**config.mk**
```make
export PLATFORM = sky130hd
export DESIGN_NAME = alu_exec_sequencer
export DESIGN_NICKNAME = d
export VERILOG_FILES = /design/src/rtl/alu_exec_sequencer_pkg.sv /design/src/rtl/alu_exec_sequencer_regfile8x16.sv /design/src/rtl/alu_exec_sequencer.sv
export SDC_FILE = /design/constraint.sdc
export NUM_CORES = 1
export LEC_CHECK = 0
export CAP_MARGIN = 20
export CELL_PAD_IN_SITES_DETAIL_PLACEMENT = 0
export CELL_PAD_IN_SITES_GLOBAL_PLACEMENT = 2
export CORE_MARGIN = 3
export CORE_UTILIZATION = 39
export CTS_CLUSTER_DIAMETER = 80
export DETAILED_ROUTE_END_ITERATION = 16
export GPL_ROUTABILITY_DRIVEN = 0
export MAX_ROUTING_LAYER = met4
export PLACE_DENSITY = 0.79
export SYNTH_ARGS = -nofsm -noshare
export SYNTH_HDL_FRONTEND = slang
export SYNTH_HIERARCHICAL = 1
export SYNTH_SLANG_ARGS = --single-unit
```
**constraint.sdc**
```tcl
create_clock -name clk -period 2.8 [get_ports clk]
set_clock_uncertainty 0.15 [all_clocks]
set_input_delay 0.56 -clock clk [delete_from_list [all_inputs] [get_ports clk]]
set_output_delay 0.56 -clock clk [all_outputs]
set_load 0.02 [all_outputs]
```
**src/rtl/alu_exec_sequencer_pkg.sv**
```systemverilog
// Shared constants, instruction layout, FSM states and helpers for the
// multi-cycle ALU execute sequencer.
package alu_exec_sequencer_pkg;

  localparam int unsigned DW   = 16;
  localparam int unsigned NREG = 8;
  localparam int unsigned RW   = 3;

  localparam logic [2:0] OPC_MOV = 3'b110;
  localparam logic [2:0] OPC_ALU = 3'b101;

  // op field under OPC_MOV
  localparam logic [1:0] OP_MOVR = 2'b00;
  localparam logic [1:0] OP_MOVI = 2'b10;

  // op field under OPC_ALU, driven straight onto the ALU op port
  localparam logic [1:0] OP_ADD = 2'b00;
  localparam logic [1:0] OP_CMP = 2'b01;
  localparam logic [1:0] OP_AND = 2'b10;
  localparam logic [1:0] OP_MVN = 2'b11;

  localparam logic [1:0] SH_PASS = 2'b00;
  localparam logic [1:0] SH_LSL  = 2'b01;
  localparam logic [1:0] SH_LSR  = 2'b10;
  localparam logic [1:0] SH_ASR  = 2'b11;

  localparam int unsigned ST_Z = 0;
  localparam int unsigned ST_N = 1;
  localparam int unsigned ST_V = 2;

  typedef enum logic [2:0] {
    IDLE   = 3'd0,
    DECODE = 3'd1,
    LOAD_A = 3'd2,
    LOAD_B = 3'd3,
    EXEC   = 3'd4,
    WB     = 3'd5,
    WB_IMM = 3'd6,
    ERR    = 3'd7
  } state_e;

  typedef struct packed {
    logic [2:0]    opcode;
    logic [1:0]    op;
    logic [RW-1:0] rn;
    logic [RW-1:0] rd;
    logic [1:0]    sh;
    logic [RW-1:0] rm;
  } instr_t;

  function automatic logic [DW-1:0] shift_b(input logic [DW-1:0] b, input logic [1:0] sh);
    logic [DW-1:0] res;
    res = b;
    case (sh)
      SH_PASS: res = b;
      SH_LSL:  res = {b[DW-2:0], 1'b0};
      SH_LSR:  res = {1'b0, b[DW-1:1]};
      SH_ASR:  res = {b[DW-1], b[DW-1:1]};
      default: res = b;
    endcase
    return res;
  endfunction

  function automatic logic [DW-1:0] sext8(input logic [7:0] imm);
    return {{(DW-8){imm[7]}}, imm};
  endfunction

endpackage

```
**src/rtl/alu_exec_sequencer_regfile8x16.sv**
```systemverilog
// 8x16 register file: one write port, two operand read ports and a debug
// read port, all reads combinational; async active-low clear.
module alu_exec_sequencer_regfile8x16
  import alu_exec_sequencer_pkg::*;
(
  input  logic          clk,
  input  logic          rst_n,
  input  logic          i_we,
  input  logic [RW-1:0] i_waddr,
  input  logic [DW-1:0] i_wdata,
  input  logic [RW-1:0] i_ra_addr,
  input  logic [RW-1:0] i_rb_addr,
  input  logic [RW-1:0] i_dbg_addr,
  output logic [DW-1:0] o_ra_data,
  output logic [DW-1:0] o_rb_data,
  output logic [DW-1:0] o_dbg_data
);

  logic [DW-1:0] r_mem [NREG];

  always_ff @(posedge clk or negedge rst_n) begin
    if (!rst_n) begin
      for (int i = 0; i < NREG; i++) r_mem[i] <= '0;
    end else if (i_we) begin
      r_mem[i_waddr] <= i_wdata;
    end
  end

  assign o_ra_data  = r_mem[i_ra_addr];
  assign o_rb_data  = r_mem[i_rb_addr];
  assign o_dbg_data = r_mem[i_dbg_addr];

endmodule

```
**src/rtl/alu_exec_sequencer.sv**
```systemverilog
// Multi-cycle execute stage: fetches operands from the register file, drives
// an external 16-bit ALU, captures result/flags and writes the result back.
module alu_exec_sequencer
  import alu_exec_sequencer_pkg::*;
(
  input  logic          clk,
  input  logic          rst_n,
  input  logic          instr_valid,
  output logic          instr_ready,
  input  logic [DW-1:0] instr,
  output logic [DW-1:0] alu_ain,
  output logic [DW-1:0] alu_bin,
  output logic [1:0]    alu_op,
  input  logic [DW-1:0] alu_out,
  input  logic [2:0]    alu_z,
  output logic [DW-1:0] result,
  output logic [2:0]    status,
  output logic          done,
  output logic          err,
  input  logic [RW-1:0] dbg_sel,
  output logic [DW-1:0] dbg_data
);

  state_e        r_state;
  state_e        w_next;
  instr_t        r_ir;
  logic [DW-1:0] r_a;
  logic [DW-1:0] r_c;
  logic [2:0]    r_status;
  logic          r_ready;
  logic          r_done;
  logic          r_err;
  logic [DW-1:0] r_alu_ain;
  logic [DW-1:0] r_alu_bin;
  logic [1:0]    r_alu_op;

  logic          w_is_movi;
  logic          w_is_mov;
  logic          w_is_alu;
  logic          w_is_cmp;
  logic [7:0]    w_imm8;
  logic          w_we;
  logic [RW-1:0] w_waddr;
  logic [DW-1:0] w_wdata;
  logic [DW-1:0] w_rd_a;
  logic [DW-1:0] w_rd_b;

  // Decode of the latched instruction word
  assign w_imm8    = {r_ir.rd, r_ir.sh, r_ir.rm};
  assign w_is_movi = (r_ir.opcode == OPC_MOV) && (r_ir.op == OP_MOVI);
  assign w_is_mov  = (r_ir.opcode == OPC_MOV) && (r_ir.op == OP_MOVR);
  assign w_is_alu  = (r_ir.opcode == OPC_ALU) &&
                     (r_ir.op inside {OP_ADD, OP_CMP, OP_AND, OP_MVN});
  assign w_is_cmp  = w_is_alu && (r_ir.op == OP_CMP);

  alu_exec_sequencer_regfile8x16 u_regfile (
    .clk        (clk),
    .rst_n      (rst_n),
    .i_we       (w_we),
    .i_waddr    (w_waddr),
    .i_wdata    (w_wdata),
    .i_ra_addr  (r_ir.rn),
    .i_rb_addr  (r_ir.rm),
    .i_dbg_addr (dbg_sel),
    .o_ra_data  (w_rd_a),
    .o_rb_data  (w_rd_b),
    .o_dbg_data (dbg_data)
  );

  always_ff @(posedge clk or negedge rst_n) begin
    if (!rst_n) r_state <= IDLE;
    else        r_state <= w_next;
  end

  // Next state and register-file write port
  always_comb begin
    w_next  = r_state;
    w_we    = 1'b0;
    w_waddr = r_ir.rd;
    w_wdata = r_c;
    case (r_state)
      IDLE:   if (instr_valid) w_next = DECODE;
      DECODE: begin
        if (w_is_movi)                 w_next = WB_IMM;
        else if (w_is_mov || w_is_alu) w_next = LOAD_A;
        else                           w_next = ERR;
      end
      LOAD_A: w_next = LOAD_B;
      LOAD_B: w_next = EXEC;
      EXEC:   w_next = WB;
      WB: begin
        w_next = IDLE;
        w_we   = !w_is_cmp;
      end
      WB_IMM: begin
        w_next  = IDLE;
        w_we    = 1'b1;
        w_waddr = r_ir.rn;
        w_wdata = sext8(w_imm8);
      end
      ERR:     w_next = IDLE;
      default: w_next = IDLE;
    endcase
  end

  // Moore handshake/pulse outputs, registered from the next state
  always_ff @(posedge clk or negedge rst_n) begin
    if (!rst_n) begin
      r_ready <= 1'b1;
      r_done  <= 1'b0;
      r_err   <= 1'b0;
    end else begin
      r_ready <= (w_next == IDLE);
      r_done  <= (w_next == WB) || (w_next == WB_IMM) || (w_next == ERR);
      r_err   <= (w_next == ERR);
    end
  end

  // Datapath holding registers; the B operand is stored already shifted in
  // r_alu_bin, which is only non-zero while the FSM sits in EXEC.
  always_ff @(posedge clk or negedge rst_n) begin
    if (!rst_n) begin
      r_ir      <= '0;
      r_a       <= '0;
      r_c       <= '0;
      r_status  <= '0;
      r_alu_ain <= '0;
      r_alu_bin <= '0;
      r_alu_op  <= '0;
    end else begin
      if ((r_state == IDLE) && instr_valid) r_ir <= instr;
      if (r_state == LOAD_A) r_a <= w_rd_a;
      if (r_state == LOAD_B) begin
        r_alu_ain <= w_is_alu ? r_a : '0;
        r_alu_bin <= shift_b(w_rd_b, r_ir.sh);
        r_alu_op  <= w_is_alu ? r_ir.op : 2'b00;
      end else begin
        r_alu_ain <= '0;
        r_alu_bin <= '0;
        r_alu_op  <= 2'b00;
      end
      if (r_state == EXEC) begin
        r_c            <= alu_out;
        r_status[ST_Z] <= alu_z[ST_Z];
        r_status[ST_N] <= alu_z[ST_N];
        r_status[ST_V] <= alu_z[ST_V];
      end
    end
  end

  assign instr_ready = r_ready;
  assign done        = r_done;
  assign err         = r_err;
  assign result      = r_c;
  assign status      = r_status;
  assign alu_ain     = r_alu_ain;
  assign alu_bin     = r_alu_bin;
  assign alu_op      = r_alu_op;

endmodule

```
## Word level (Yosys, flattened, before mapping)

Index checks and enable logic that the tools add are counted.

| storage, ports and cells | value |
|---|---|
| output and inout bits | 72 |
| flip-flop bits (word level) | 219 |
| logic and storage cells | 92 |
| input bits | 41 |

| operators by class | value |
|---|---|
| multiplexer cells | 25 |
| equality and inequality tests | 18 |
| reductions and logical operators | 16 |
| order comparisons | 5 |
| bitwise logic cells | 4 |

Operator list:

| kind | number |
|---|---|
| 16-bit two-way mux | 11 |
| 16-bit binary-select mux with 3-bit select | 3 |
| 128-bit bitwise mux | 1 |
| 16-bit one-hot mux with 4 select lines | 1 |
| 16-bit demux with 3-bit select | 1 |
| 3-bit == test (second input constant) | 9 |
| 3-bit one-hot mux with 6 select lines | 1 |
| 4-bit greater-or-equal comparator (second input constant) | 4 |
| 3-bit NOT with 4-bit output | 4 |
| 3-bit two-way mux | 4 |
| 2-bit == test (second input constant) | 4 |
| 3-bit by 2-bit == test with 1-bit output (second input constant) | 2 |
| 1-bit logical AND | 6 |
| 3-bit zero test | 2 |
| 2-bit by 1-bit == test with 1-bit output (second input constant) | 2 |
| 2-bit zero test | 2 |
| 4-bit by 1-bit < comparator with 1-bit output (second input constant) | 1 |
| 2-bit two-way mux | 2 |
| 4-bit nonzero test | 1 |
| 3-bit by 1-bit == test with 1-bit output (second input constant) | 1 |
| 1-bit logical OR | 3 |
| 3-bit OR reduction | 1 |
| 1-bit one-hot mux with 2 select lines | 1 |
| 1-bit zero test | 1 |

## Logic depth before layout (Yosys ltp)

| depth | value |
|---|---|
| depth in word-level cells | 10 |
| mapped depth | 10 |
| gate-level depth less buffers | 5 |

## Hierarchy

Netlist, hierarchy kept.

By module, submodules not included:

| module | area an instance (µm²) | cells each | sequential area each (µm²) | times used |
|---|---|---|---|---|
| alu_exec_sequencer_regfile8x16 | 8071.5 | 450 | 3203.1 | 1 |
| alu_exec_sequencer | 3862.5 | 288 | 2278.4 | 1 |

## Worst setup path before layout

No wires, ideal clock.

| timing | value |
|---|---|
| path type | flip-flop to flip-flop |
| from | reg r_state[2] |
| to | reg u_regfile/r_mem[117] (netlist bit) |
| data arrival time | 2.352 ns |
| library setup time | 0.125 ns |
| data required time | 2.525 ns |
| period minus slack after synthesis | 2.627 ns |
| stages on the path, launching flop included | 9 |
| slack | 0.173 ns |
| buffers on the path | 4 |
| path through | dfrtp_1 > buf_2 > nand3b_1 > buf_2 > mux2_2 > buf_4 > nor4b_4 > buf_6 > mux2_2 |

| on the way | value |
|---|---|
| word-level cells in the longest chain between the ends | 8 |
| elaborated cells between the ends (all ways) | 12 |
| those cells by class | order compare: 2; eq/ne: 2; mux: 6; bitwise: 1; reduce/logical: 1 |

Ends and longest elaborated chain:

| element | RTL line | source |
|---|---|---|
| from (decl) | alu_exec_sequencer.sv:24 | `state_e r_state;` |
| from (signal assigned) | alu_exec_sequencer.sv:72 | `else r_state <= w_next;` |
| 3-bit == test * | alu_exec_sequencer.sv:81 | `case (r_state)` |
| 3-bit two-way mux * | alu_exec_sequencer.sv:81 |  |
| net w_waddr[1] | alu_exec_sequencer.sv:43 | `logic [RW-1:0] w_waddr;` |
| 3-bit NOT with 4-bit output (implied by the code) * | alu_exec_sequencer_regfile8x16.sv:25 | `r_mem[i_waddr] <= i_wdata;` |
| 4-bit greater-or-equal comparator (implied by the code) / 4-bit by 1-bit < comparator with 1-bit output (equally long branches) | alu_exec_sequencer_regfile8x16.sv:25 |  |
| 1-bit logical AND (implied by the code) | alu_exec_sequencer_regfile8x16.sv:25 |  |
| 16-bit two-way mux (implied by the code) | alu_exec_sequencer_regfile8x16.sv:25 |  |
| 16-bit demux with 3-bit select * | alu_exec_sequencer_regfile8x16.sv:25 |  |
| 128-bit bitwise mux * | alu_exec_sequencer_regfile8x16.sv:25 |  |
| to (signal, indexed assignment) | alu_exec_sequencer_regfile8x16.sv:25 |  |
| to (decl) | alu_exec_sequencer_regfile8x16.sv:19 | `logic [DW-1:0] r_mem [NREG];` |

The timed path passes the listed nets; every way through them passes the cells marked *.
A chain may end at the register's enable or synchronous reset.

## Final worst setup path

| timing | value |
|---|---|
| from | in dbg_sel[0] |
| to | out dbg_data[2] |

| on the way | value |
|---|---|
| word-level cells in the longest chain between the ends | 4 |

Ends and longest elaborated chain:

| element | RTL line | source |
|---|---|---|
| from (decl) | alu_exec_sequencer.sv:20 | `input logic [RW-1:0] dbg_sel,` |
| 3-bit NOT with 4-bit output (implied by the code) | alu_exec_sequencer_regfile8x16.sv:31 | `assign o_dbg_data = r_mem[i_dbg_addr];` |
| 16-bit binary-select mux with 3-bit select | alu_exec_sequencer_regfile8x16.sv:31 |  |
| 16-bit two-way mux (implied by the code) (2 in series) | alu_exec_sequencer_regfile8x16.sv:31 |  |
| to (decl) | alu_exec_sequencer.sv:21 | `output logic [DW-1:0] dbg_data` |

Every way passes these cells. The select of a mux whose other input is x is not followed.

==> flow_summary.yaml <==
run_status:
  outcome: "complete, no violations"
yosys:
  synthesis.area_um2: 11930
  yosys_warnings: 6
  synth.avg_cell_area_um2: 16.17
  seq_area_frac_synth_pct: 45.93
  ys_types: 41
  synth_top_area_share_pct: 45.71
  syn_nets: 779
  yosysTopAreaCell: "dfrtp_1"
  syn_inst: 738
  ys_seq_elements: 219
  synth_area_leaders: "dfrtp_1 (46%), mux2_2 (24%), mux4_1 (18%)"
pwr:
  comb_power_share_pct: 47.6
  switching_power_mw: 6.220
  vdd_drop_max_v: 0.0005511
  total_power_mw: 17.53
  power.share.clock_pct: 20.3
  p_int_mw: 11.31
  powerDensity_nw_per_um2: 1201
  seqPwrFrac_pct: 32.1
  leakagePower_nw: 6.568
  switching_share_pct: 35.47
global_route:
  grt_start_max_net_pins: 85
  grt_pass1_wl_um: 47290
  gr-usage-all-layers_pct: 18.95
  antenna_found_initial: 0
  grt.overflow.total: 0
  grt_pass1_vias: 7603
floorplan:
  fp-row-count: 63
  pin_count: 113
  initial_core_util_pct: 39.95
  core-area_um2: 29870
  die_w_um: 180.9
  die_height_um: 180.9
  dieArea_um2: 32740
detailed_routing:
  drc: 0
  firstDrtPassIters: 4
  wl_um: 29900
  wl_per_cell_um: 23.32
  viasPerCell: 5.597
  postRouteAntennaNets: 0
  drt_iter0_drc: 470
  vias: 7175
worst_setup_path:
  crit_type: "in2out"
  r2r_end: "u_regfile/r_mem[48]$_DFFE_PN0P_"
  path_max_fanout: 16
  arrival_ns: 2.04
  required_ns: 2.09
  critical_path.cell_chain: "buf_4 -> buf_12 -> mux4_1 -> mux2_2 -> clkdlybuf4s15_2"
  reg2reg_depth: 6
  critPathLaunchType: "input port"
  rrSetupSlack_ns: 0.24
  cp-end-kind: "output pin"
  critPathTopFamily: "multiplexers"
  slowest_stage: "mux4_1"
  critPathMaxStageDelay_ns: 0.57
  crit_buf_inv: 3
  reg2reg_from: "r_state[1]$_DFF_PN0_"
cells_and_area:
  mostFrequentLayoutCells: "mux2_2 (251), dfrtp_1 (218), clkdlybuf4s50_1 (93)"
  final_cells: 1282
  diodes: 0
  nNetsFinal: 914
  final_common_cell: "mux2_2"
  drive_above_1_share_pct: 43.39
  area_growth_pct: 22.33
timing:
  rsz0062_at_grt: "no"
  whs_ns: 0.3282
  max-slew-margin-rel_pct: 41.10
  timing.setup.tns_ns: 0
  clock.fmax_mhz: 363.9
  tightestPinTransition_ns: 0.8834
  finalCriticalPeriod_ns: 2.748
  setup_viol: 0
  hold_viol_final: 0
  finalCritPeriodShare_pct: 98.14
  maxSlewViolCount: 0
cts:
  clkSlewWorstSetupHoldPaths_ns: 0.06
  root_buffer: "clkbuf_16"
  htree_num_levels: 1
  clk_path_buf_depth: 3
  clock-sinks: 219
  cts_tree: "built"
  clkLatencyLatePin_ns: 0.53
  cts_buffers: 26
placed_design:
  portBuffers: 112
  place_inst: 1230
  post-dp-hpwl_um: 20470
hold_path:
  hp-start: "r_a[15]$_DFFE_PN0P_"
  whs_path_depth: 1
  min_to: "alu_ain[15]$_DFF_PN0_"
  hold_class: "reg2reg"
flow_run:
  max_cap_viol_count: 0
-- flip-flops by register name, indices dropped and copies added (netlist names) --
register,flops
alu_ain,16
u_regfile/r_mem,128
err,1
r_ir,16
r_state,3
result,16
done,1
alu_op,2
instr_ready,1
r_a,16
status,3
alu_bin,16
-- power by group through the flow --
stage / sequential (mW) / combinational (mW) / clock (mW)
floorplan: 5.40 / 5.95 / 0
global placement: 5.61 / 8.36 / 0
detailed placement: 5.67 / 8.44 / 0
CTS: 5.62 / 8.43 / 3.66
global route: 5.84 / 8.98 / 3.80
finish: 5.63 / 8.35 / 3.55
-- per-layer routing --
| metal | wire [um] | part of all wire (%) | track usage (%) |
|---|---|---|---|
| met1 | 13670 | 46 | 25.77 |
| met2 | 14410 | 48 | 30.53 |
| met3 | 1238 | 4.1 | 2.698 |
| met4 | 584 | 2.0 | 4.449 |
| met5 | 0 | 0 | - |
-- through the flow --
| step | utilization, % | instance area [um2] | setup slack, ns |
|---|---|---|---|
| 6_report | 48.87 | 14600 | 0.05208 |
| 3_3_place_gp | 45.78 | 13680 | -0.3815 |
| 2_1_floorplan | - | 11930 | 0.1735 |
| 4_1_cts | 48.93 | 14620 | 0.0002029 |
| 3_5_place_dp | 45.78 | 13680 | -0.4206 |
| 5_1_grt | 48.87 | 14600 | 0.002200 |
-- worst max path at each step --
stage / end / cells past startpoint / slack (ns) / startpoint
after floorplan: u_regfile/r_mem[117]$_DFFE_PN0P_ / 8 / 0.17 / r_state[2]$_DFF_PN0_
after global placement: dbg_data[13] / 5 / -0.38 / dbg_sel[2]
after detailed placement: dbg_data[13] / 5 / -0.42 / dbg_sel[2]
after CTS: dbg_data[7] / 3 / 0.0002 / u_regfile/r_mem[71]$_DFFE_PN0P_
after global routing: dbg_data[8] / 3 / 0.002 / u_regfile/r_mem[120]$_DFFE_PN0P_
final: dbg_data[2] / 5 / 0.05 / dbg_sel[0]
-- synth_stat cells, drive strengths merged --
cell type    n
and3         1
dfstp        1
nand4        1
o21a         1
mux4        96
nand3b       3
a31o         1
a21oi        1
nor2        21
clkbuf       9
nor4bb       2
a311oi       1
or2          1
nor2b        2
nor4b        2
and2        19
nand4b       4
nand2b       4
mux2       251
dfrtp      218
mux2i       15
nor3         1
and4bb       1
o31ai        1
nand3        2
buf         48
a22oi        1
inv          3
o22ai        1
o31a         1
o21ai        2
o311ai       1
nand2       22
-- cells by family after synthesis --
kind of cell / share of synthesized area, %
flip-flops: 45.93
AND/OR/NAND/NOR: 4.361
buffers and inverters: 3.344
AO/OA/AOI/OAI: 0.6606
multiplexers: 45.70
-- cell type report --
type                            count  area (um2)
Timing Repair Buffer              164        1633
Tap cell                          390       488.0
Fill cell                        2568       15280
Multi-Input combinational cell    459        6083
Inverter                            3       11.26
Clock inverter                     16       191.4
Sequential cell                   219        5482
Clock buffer                       31       710.7
-- what timing repair did --
item                       4_1_cts  5_1_grt
hold endpoints to repair        77        0
cloned                           1        0
setup buffers                    0        3
hold buffers                     1        0
gates resized for setup         30       16
setup endpoints to repair       16       14
Power figures use the tool's default switching activity.
